## config.mk

```make
export PLATFORM = sky130hd
export DESIGN_NAME = hazard_scoreboard
export DESIGN_NICKNAME = d
export VERILOG_FILES = /design/src/rtl/hazard_scoreboard_pkg.sv /design/src/rtl/hazard_scoreboard_match.sv /design/src/rtl/hazard_scoreboard.sv
export SDC_FILE = /design/constraint.sdc
export NUM_CORES = 1
export LEC_CHECK = 0
export ABC_CLOCK_PERIOD_IN_PS = 4330
export BUFFER_PORTS_ARGS = -buffer_cell sky130_fd_sc_hd__buf_4
export CAP_MARGIN = 20
export CORE_MARGIN = 1
export CORE_UTILIZATION = 58
export DETAILED_ROUTE_END_ITERATION = 7
export MAX_ROUTING_LAYER = met4
export PLACE_DENSITY = 0.9
export SYNTH_ARGS = -nofsm -noshare
export SYNTH_HDL_FRONTEND = slang
export SYNTH_HIERARCHICAL = 1
export SYNTH_SLANG_ARGS = --single-unit
```

## constraint.sdc

```tcl
create_clock -name clk -period 4.33 [get_ports clk]
set_clock_uncertainty 0.1 [all_clocks]
set_input_delay 0.433 -clock clk [delete_from_list [all_inputs] [get_ports clk]]
set_output_delay 0.433 -clock clk [all_outputs]
set_load 0.02 [all_outputs]
```

## src/rtl/hazard_scoreboard_pkg.sv

```systemverilog
// Shared types and helpers for the pipeline hazard scoreboard.
package hazard_scoreboard_pkg;

    localparam int TNEW_W = 3;
    localparam logic [TNEW_W-1:0] TNEW_NEVER = 3'b111;

    localparam logic [1:0] FWD_RF = 2'd0;
    localparam logic [1:0] FWD_E  = 2'd1;
    localparam logic [1:0] FWD_M  = 2'd2;
    localparam logic [1:0] FWD_W  = 2'd3;

    typedef struct packed {
        logic [4:0]        dst;
        logic              rfwr;
        logic [TNEW_W-1:0] tnew;
    } writer_t;

    // The E entry also remembers its own sources so E-stage forwarding can be resolved.
    typedef struct packed {
        writer_t    wr;
        logic [4:0] rs;
        logic [4:0] rt;
    } e_entry_t;

    localparam writer_t  WRITER_BUBBLE = '{dst: 5'd0, rfwr: 1'b0, tnew: TNEW_NEVER};
    localparam e_entry_t E_BUBBLE      = '{wr: WRITER_BUBBLE, rs: 5'd0, rt: 5'd0};

    function automatic logic [TNEW_W-1:0] sat_dec(input logic [TNEW_W-1:0] x);
        if (x == TNEW_NEVER || x == '0) return x;
        return x - 3'd1;
    endfunction

endpackage

```

## src/rtl/hazard_scoreboard_match.sv

```systemverilog
// Compares one source register against the E/M/W writers; youngest live match decides.
module hazard_match
    import hazard_scoreboard_pkg::*;
(
    input  logic [4:0] src,
    input  logic [2:0] tuse,
    input  logic [4:0] e_dst,
    input  logic       e_rfwr,
    input  logic [2:0] e_tnew,
    input  logic [4:0] m_dst,
    input  logic       m_rfwr,
    input  logic [2:0] m_tnew,
    input  logic [4:0] w_dst,
    input  logic       w_rfwr,
    input  logic [2:0] w_tnew,
    output logic       stall,
    output logic [1:0] fwd
);

    logic       hit_e, hit_m, hit_w;
    logic       hit;
    logic [2:0] tnew_sel;
    logic [1:0] code_sel;

    // Register 0 can never match since a live entry requires a nonzero dst.
    assign hit_e = e_rfwr && (e_dst != 5'd0) && (e_dst == src);
    assign hit_m = m_rfwr && (m_dst != 5'd0) && (m_dst == src);
    assign hit_w = w_rfwr && (w_dst != 5'd0) && (w_dst == src);

    always_comb begin
        hit      = 1'b0;
        tnew_sel = TNEW_NEVER;
        code_sel = FWD_RF;
        if (hit_e) begin
            hit      = 1'b1;
            tnew_sel = e_tnew;
            code_sel = FWD_E;
        end else if (hit_m) begin
            hit      = 1'b1;
            tnew_sel = m_tnew;
            code_sel = FWD_M;
        end else if (hit_w) begin
            hit      = 1'b1;
            tnew_sel = w_tnew;
            code_sel = FWD_W;
        end
    end

    assign stall = hit && (tuse != TNEW_NEVER) && (tnew_sel > tuse);
    assign fwd   = (hit && tnew_sel == 3'd0) ? code_sel : FWD_RF;

endmodule

```

## src/rtl/hazard_scoreboard.sv

```systemverilog
// Three-entry E/M/W writer scoreboard producing D stall and D/E forwarding selects.
module hazard_scoreboard
    import hazard_scoreboard_pkg::*;
(
    input  logic        clk,
    input  logic        reset,
    input  logic [4:0]  rs_d,
    input  logic [4:0]  rt_d,
    input  logic [2:0]  tuse_rs_d,
    input  logic [2:0]  tuse_rt_d,
    input  logic [4:0]  dst_d,
    input  logic        rfwr_d,
    input  logic [2:0]  tnew_d,
    output logic        stall,
    output logic [1:0]  fwd_rs_d,
    output logic [1:0]  fwd_rt_d,
    output logic [1:0]  fwd_rs_e,
    output logic [1:0]  fwd_rt_e,
    output logic [31:0] stall_cnt
);

    e_entry_t e_q;
    writer_t  m_q;
    writer_t  w_q;

    logic stall_rs, stall_rt;
    logic stall_rs_e_unused, stall_rt_e_unused;

    hazard_match u_rs_d (
        .src(rs_d), .tuse(tuse_rs_d),
        .e_dst(e_q.wr.dst), .e_rfwr(e_q.wr.rfwr), .e_tnew(e_q.wr.tnew),
        .m_dst(m_q.dst), .m_rfwr(m_q.rfwr), .m_tnew(m_q.tnew),
        .w_dst(w_q.dst), .w_rfwr(w_q.rfwr), .w_tnew(w_q.tnew),
        .stall(stall_rs), .fwd(fwd_rs_d)
    );

    hazard_match u_rt_d (
        .src(rt_d), .tuse(tuse_rt_d),
        .e_dst(e_q.wr.dst), .e_rfwr(e_q.wr.rfwr), .e_tnew(e_q.wr.tnew),
        .m_dst(m_q.dst), .m_rfwr(m_q.rfwr), .m_tnew(m_q.tnew),
        .w_dst(w_q.dst), .w_rfwr(w_q.rfwr), .w_tnew(w_q.tnew),
        .stall(stall_rt), .fwd(fwd_rt_d)
    );

    // E-stage operands only look at older stages, so the E slot is fed a bubble.
    hazard_match u_rs_e (
        .src(e_q.rs), .tuse(TNEW_NEVER),
        .e_dst(WRITER_BUBBLE.dst), .e_rfwr(WRITER_BUBBLE.rfwr), .e_tnew(WRITER_BUBBLE.tnew),
        .m_dst(m_q.dst), .m_rfwr(m_q.rfwr), .m_tnew(m_q.tnew),
        .w_dst(w_q.dst), .w_rfwr(w_q.rfwr), .w_tnew(w_q.tnew),
        .stall(stall_rs_e_unused), .fwd(fwd_rs_e)
    );

    hazard_match u_rt_e (
        .src(e_q.rt), .tuse(TNEW_NEVER),
        .e_dst(WRITER_BUBBLE.dst), .e_rfwr(WRITER_BUBBLE.rfwr), .e_tnew(WRITER_BUBBLE.tnew),
        .m_dst(m_q.dst), .m_rfwr(m_q.rfwr), .m_tnew(m_q.tnew),
        .w_dst(w_q.dst), .w_rfwr(w_q.rfwr), .w_tnew(w_q.tnew),
        .stall(stall_rt_e_unused), .fwd(fwd_rt_e)
    );

    assign stall = stall_rs || stall_rt;

    always_ff @(posedge clk) begin
        if (reset) begin
            e_q       <= E_BUBBLE;
            m_q       <= WRITER_BUBBLE;
            w_q       <= WRITER_BUBBLE;
            stall_cnt <= 32'd0;
        end else begin
            w_q <= '{dst: m_q.dst, rfwr: m_q.rfwr, tnew: sat_dec(m_q.tnew)};
            m_q <= '{dst: e_q.wr.dst, rfwr: e_q.wr.rfwr, tnew: sat_dec(e_q.wr.tnew)};
            if (stall) begin
                e_q <= E_BUBBLE;
            end else begin
                e_q <= '{wr: '{dst: dst_d, rfwr: rfwr_d, tnew: tnew_d}, rs: rs_d, rt: rt_d};
            end
            if (stall && stall_cnt != 32'hFFFF_FFFF) begin
                stall_cnt <= stall_cnt + 32'd1;
            end
        end
    end

endmodule

```

After elaboration in Yosys (flattened, before gate mapping)

Index checks and enable logic that the tools add are counted.
W data, S select, Z words.

Logic and storage cells: 109
Flip-flop bits (word level): 69
Output and inout port bits: 41
Input port bits: 27

$lt $le $gt $ge: 2
Equal/unequal tests: 15
Add/sub/neg operators: 3
Muxes and demuxes: 42
Reductions and logical operators: 35

Operator list:

| operator                | count |
|---|---|
| $eq A5 B5 Y1            | 10 |
| $mux W3                 | 14 |
| $add A32 B1 Y32 const B | 1 |
| $ne A32 B32 Y1 const B  | 1 |
| $mux W2                 | 14 |
| $logic_and A1 B1 Y1     | 22 |
| $logic_not A3 Y1        | 6 |
| $reduce_bool A5 Y1      | 3 |
| $mux W1                 | 14 |
| $eq A3 B3 Y1 const B    | 2 |
| $gt A3 B3 Y1            | 2 |
| $ne A3 B3 Y1 const B    | 2 |
| $sub A3 B1 Y3 const B   | 2 |
| $logic_or A1 B1 Y1      | 3 |
| $reduce_or A2 Y1        | 1 |

Depth between registers and ports, before layout

Word-level depth: 10
Depth in mapped cells: 17
Mapped depth without buffers: 15

Modules after synthesis

The synthesis kept the hierarchy.

Modules (own cells, without submodules):

| module            | times used | cells each | area each (um^2) | sequential area each (um^2) |
|---|---|---|---|---|
| hazard_scoreboard | 1          | 296        | 2781.4           | 1381.3 |
| hazard_match      | 4          | 58         | 485.5            | 0.0 |

Worst setup path after synthesis

Ideal clock, no wire load.

Path type: flip-flop to flip-flop
Start point: register m_q[5] (netlist name)
End point: register stall_cnt[27]
Setup slack: 0.348 ns
Cell stages (with the launch flop): 16
Buffers on the path: 1
Required time: 4.160 ns
Setup time: 0.070 ns
Period minus slack after synthesis: 3.982 ns
Arrival time: 3.811 ns
Cell sequence: dfxtp_1 > nor4_1 > nor3_1 > o2111ai_4 > nor3b_2 > o31ai_2 > ha_1 > and3_1 > a31oi_1 > o221a_2 > o2111ai_1 > nor4_1 > o211ai_1 > clkbuf_1 > or3_1 > a21oi_1

Longest elaborated chain between the ends: 9
Elaborated cells between the ends (all ways): 22
Classes of those cells: 2 x order compare; 2 x eq/ne; 8 x mux; 10 x reduce/logical

Ends and longest elaborated chain:

| item                                                       | RTL line                      | text |
|---|---|---|
| start, declared                                            | hazard_scoreboard.sv:23       | `writer_t m_q;` |
| start signal, assigned                                     | hazard_scoreboard.sv:72       | `m_q <= '{dst: e_q.wr.dst, rfwr: e_q.wr.rfwr, tnew: sat_dec(e_q.wr.tnew)};` |
| $reduce_bool A5 Y1                                         | hazard_scoreboard_match.sv:27 | `assign hit_m = m_rfwr && (m_dst != 5'd0) && (m_dst == src);` |
| $logic_and A1 B1 Y1                                        | hazard_scoreboard_match.sv:27 |  |
| $logic_and A1 B1 Y1 (*)                                    | hazard_scoreboard_match.sv:27 |  |
| $mux W3 / $mux W1 (equally long branches)                  | hazard_scoreboard_match.sv:38 | `end else if (hit_m) begin` |
| $mux W3 / $mux W1 (equally long branches)                  | hazard_scoreboard_match.sv:34 | `if (hit_e) begin` |
| $gt A3 B3 Y1 / $logic_and A1 B1 Y1 (equally long branches) | hazard_scoreboard_match.sv:49 | `assign stall = hit && (tuse != TNEW_NEVER) && (tnew_sel > tuse);` |
| $logic_and A1 B1 Y1 (*)                                    | hazard_scoreboard_match.sv:49 |  |
| via stall_rt                                               | hazard_scoreboard.sv:26       | `logic stall_rs, stall_rt;` |
| $logic_or A1 B1 Y1 (*)                                     | hazard_scoreboard.sv:62       | `assign stall = stall_rs \|\| stall_rt;` |
| $logic_and A1 B1 Y1 (*)                                    | hazard_scoreboard.sv:78       | `if (stall && stall_cnt != 32'hFFFF_FFFF) begin` |
| end signal, assigned                                       | hazard_scoreboard.sv:79       | `stall_cnt <= stall_cnt + 32'd1;` |
| end, declared                                              | hazard_scoreboard.sv:19       | `output logic [31:0] stall_cnt` |

Mark *: on every way through the listed nets, which the timed path passes. The rest lies on a longest branch.
A chain may end at the register's enable or synchronous reset.

Final worst setup path

Start point: register m_q[5] (netlist name)
End point: register stall_cnt[25]

Same word-level chain as after synthesis.

==> reports/metrics.csv <==
metric,value,unit
outcome,completed,
Final Hold Fails,0,
Clock Tree Buf Depth,2,
FP Rows,31,
Final min period,4.24,ns
Tcrit/Tclk final,97.9,%
"Reg clk slew, reported paths",0.07,ns
wire length per cell,17.3,um
Core Region,7410,um^2
Global Route Usage Sum,29.3,%
worst hold slack,0.162,ns
Antenna Cells,0,
Final Wtd Congestion,0.889,
drt total wl,12100,um
R2R Setup Slk,0.09,ns
Area Growth Syn to Fin,21.1,%
critical path class,flop to flop,
Worst Hold Path Cells,2,
VDD IR-drop max,0.280,mV
initial drt markers,292,
cts bufs inserted,9,
I/O pin count,68,
Worst Hold Path EP,e_q[11],
synth warn,6,
largest net degree at the start of global routing,60,
slew of the pin with the lowest slew margin,0.725,ns
critical path peak fanout,11,
R2R depth,16,
MaxCap Viol Count,0,
clock sinks,69,
Post-Syn Area,4540,um^2
Worst Path Required,4.50,ns
Rel. slew slack,51.3,%
placed cell areas,5170,um^2
initial antenna violation count,0,
area of the multi-input gates,3160,um^2
Initial DRT Pass Iterations,5,
Port Buffer Count,67,
layout cell share with drive strength beyond 1,24.8,%
CP arrival,4.41,ns
Clock H-tree levels,3,
Syn Area/Cell,9.01,um^2
vias per inst,6.20,
worst hold start,tnew_d[1],
Fill cells,509,
first-pass GRT wire length,18800,um
Seq. cell area,1390,um^2
Post-Synthesis Cells,504,
leakage power,2.11,nW
final setup fails,0,
global route overflow,0,
clock root buffer,clkbuf_8,
Setup crit start kind,flop,
initial cell density of the core,61.3,%
maximum clock rate,236,MHz
Routed Antenna Nets,0,
die height,90.5,um
# DRC,0,
pins over their slew limit,0,
Vias,4345,
CTS tree,built,
pwr dens,266,nW/um^2
Skew-Pair Late Insertion Delay,0.35,ns
reg2reg end,stall_cnt[25],
die width,90.5,um
Detailed Place HPWL,8180,um
Die ar.,8190,um^2
Critical R2R Launch,m_q[5],
Setup crit end kind,flop,
worst hold path type,input pin to flop,
vias in the first global route,4049,
fin nets,635,
design area,5500,um^2
[layer usage]
| metal | up-vias | share of wire [%] | global-route usage (%) |
|---|---|---|---|
| met1 | 2086 | 38 | 31.7 |
| met3 | 60 | 5.8 | 3.70 |
| met2 | 219 | 52 | 51.5 |
| met5 | - | 0 | - |
| met4 | 0 | 4.3 | 16.8 |
| li1 | 1980 | - | - |
[per-stage QoR]
| stage | util [%] | std cells | setup TNS [ns] | setup slack, ns | total power, mW |
|---|---|---|---|---|---|
| global placement | 69.8 | 684 | 0 | 0.159 | 0.855 |
| detailed placement | 69.8 | 684 | -0.0602 | -0.0204 | 0.865 |
| floorplan | - | 530 | 0 | 0.348 | 0.809 |
| finish | 74.3 | 701 | 0 | 0.0910 | 1.46 |
| CTS | 73.0 | 700 | 0 | 0.0321 | 1.45 |
| global route | 74.3 | 701 | -0.0448 | -0.0448 | 1.51 |
[sequential cells by signal, indices dropped and copies added, names as in the netlist]
| register | cells |
|---|---|
| stall_cnt | 32 |
| e_q | 19 |
| m_q | 9 |
| w_q | 9 |
[critical path, stage by stage (launching register included)]
cell and delay, ns:
dfxtp_2 0.39, nor4_1 0.40, nor3_2 0.10, o2111ai_4 0.34, nor2_1 0.14, o31ai_4 0.26, inv_1 0.08, ha_1 0.28
and3_1 0.16, a31oi_1 0.16, o221a_2 0.25, o2111ai_1 0.22, nor4_2 0.28, o211ai_1 0.20, buf_4 0.21, or3_1 0.36
a21oi_1 0.19
[layout make-up]
class | instances | area share, %
inverters | 15 | 1.02
clock buffers | 13 | 2.89
clock inverters | 3 | 1.23
repair buffers | 73 | 9.96
flip-flops and latches | 69 | 25.2
well taps | 99 | 2.25
multi-input cells | 429 | 57.4
[power by group]
| part | internal (mW) | switching (mW) |
|---|---|---|
| registers | 0.654 | 0.0384 |
| clock network | 0.356 | 0.244 |
| logic | 0.0796 | 0.0907 |
| total | 1.09 | 0.373 |
[placed cells by master, fill, tap and decap left out, drive strengths merged, types with 3 or more instances in the layout]
cell type,n
nand4,7
nor2b,17
nor2,37
buf,73
dfxtp,69
and2,20
nor4,21
nor4b,5
a41oi,4
nor3b,12
and3,6
xor2,39
nand3,17
and4,5
nand2,26
or3,18
o2111ai,5
o21bai,4
a21oi,20
nand2b,11
mux2,5
nor3,22
o31ai,16
ha,11
clkbuf,13
o21ai,18
or2,8
a211o,3
conb,28
or4,3
inv,15
xnor2,22
[timing repair]
action,in CTS,in global routing
resized for setup,5,15
hold buffers,0,0
endpoints found under the setup margin,15,17
setup buffers,0,1
pin swaps,0,3
[how the worst max path moves through the flow]
| stage | slack, ns | start | to |
|---|---|---|---|
| after global placement | 0.16 | rt_d[0] | stall_cnt[28] |
| after floorplan | 0.35 | m_q[5] | stall_cnt[27] |
| final | 0.09 | m_q[5] | stall_cnt[25] |
| after global routing | -0.04 | m_q[5] | stall_cnt[16] |
| after detailed placement | -0.02 | rt_d[0] | stall_cnt[23] |
| after CTS | 0.03 | m_q[4] | stall_cnt[25] |
Power figures use the tool's default switching activity.
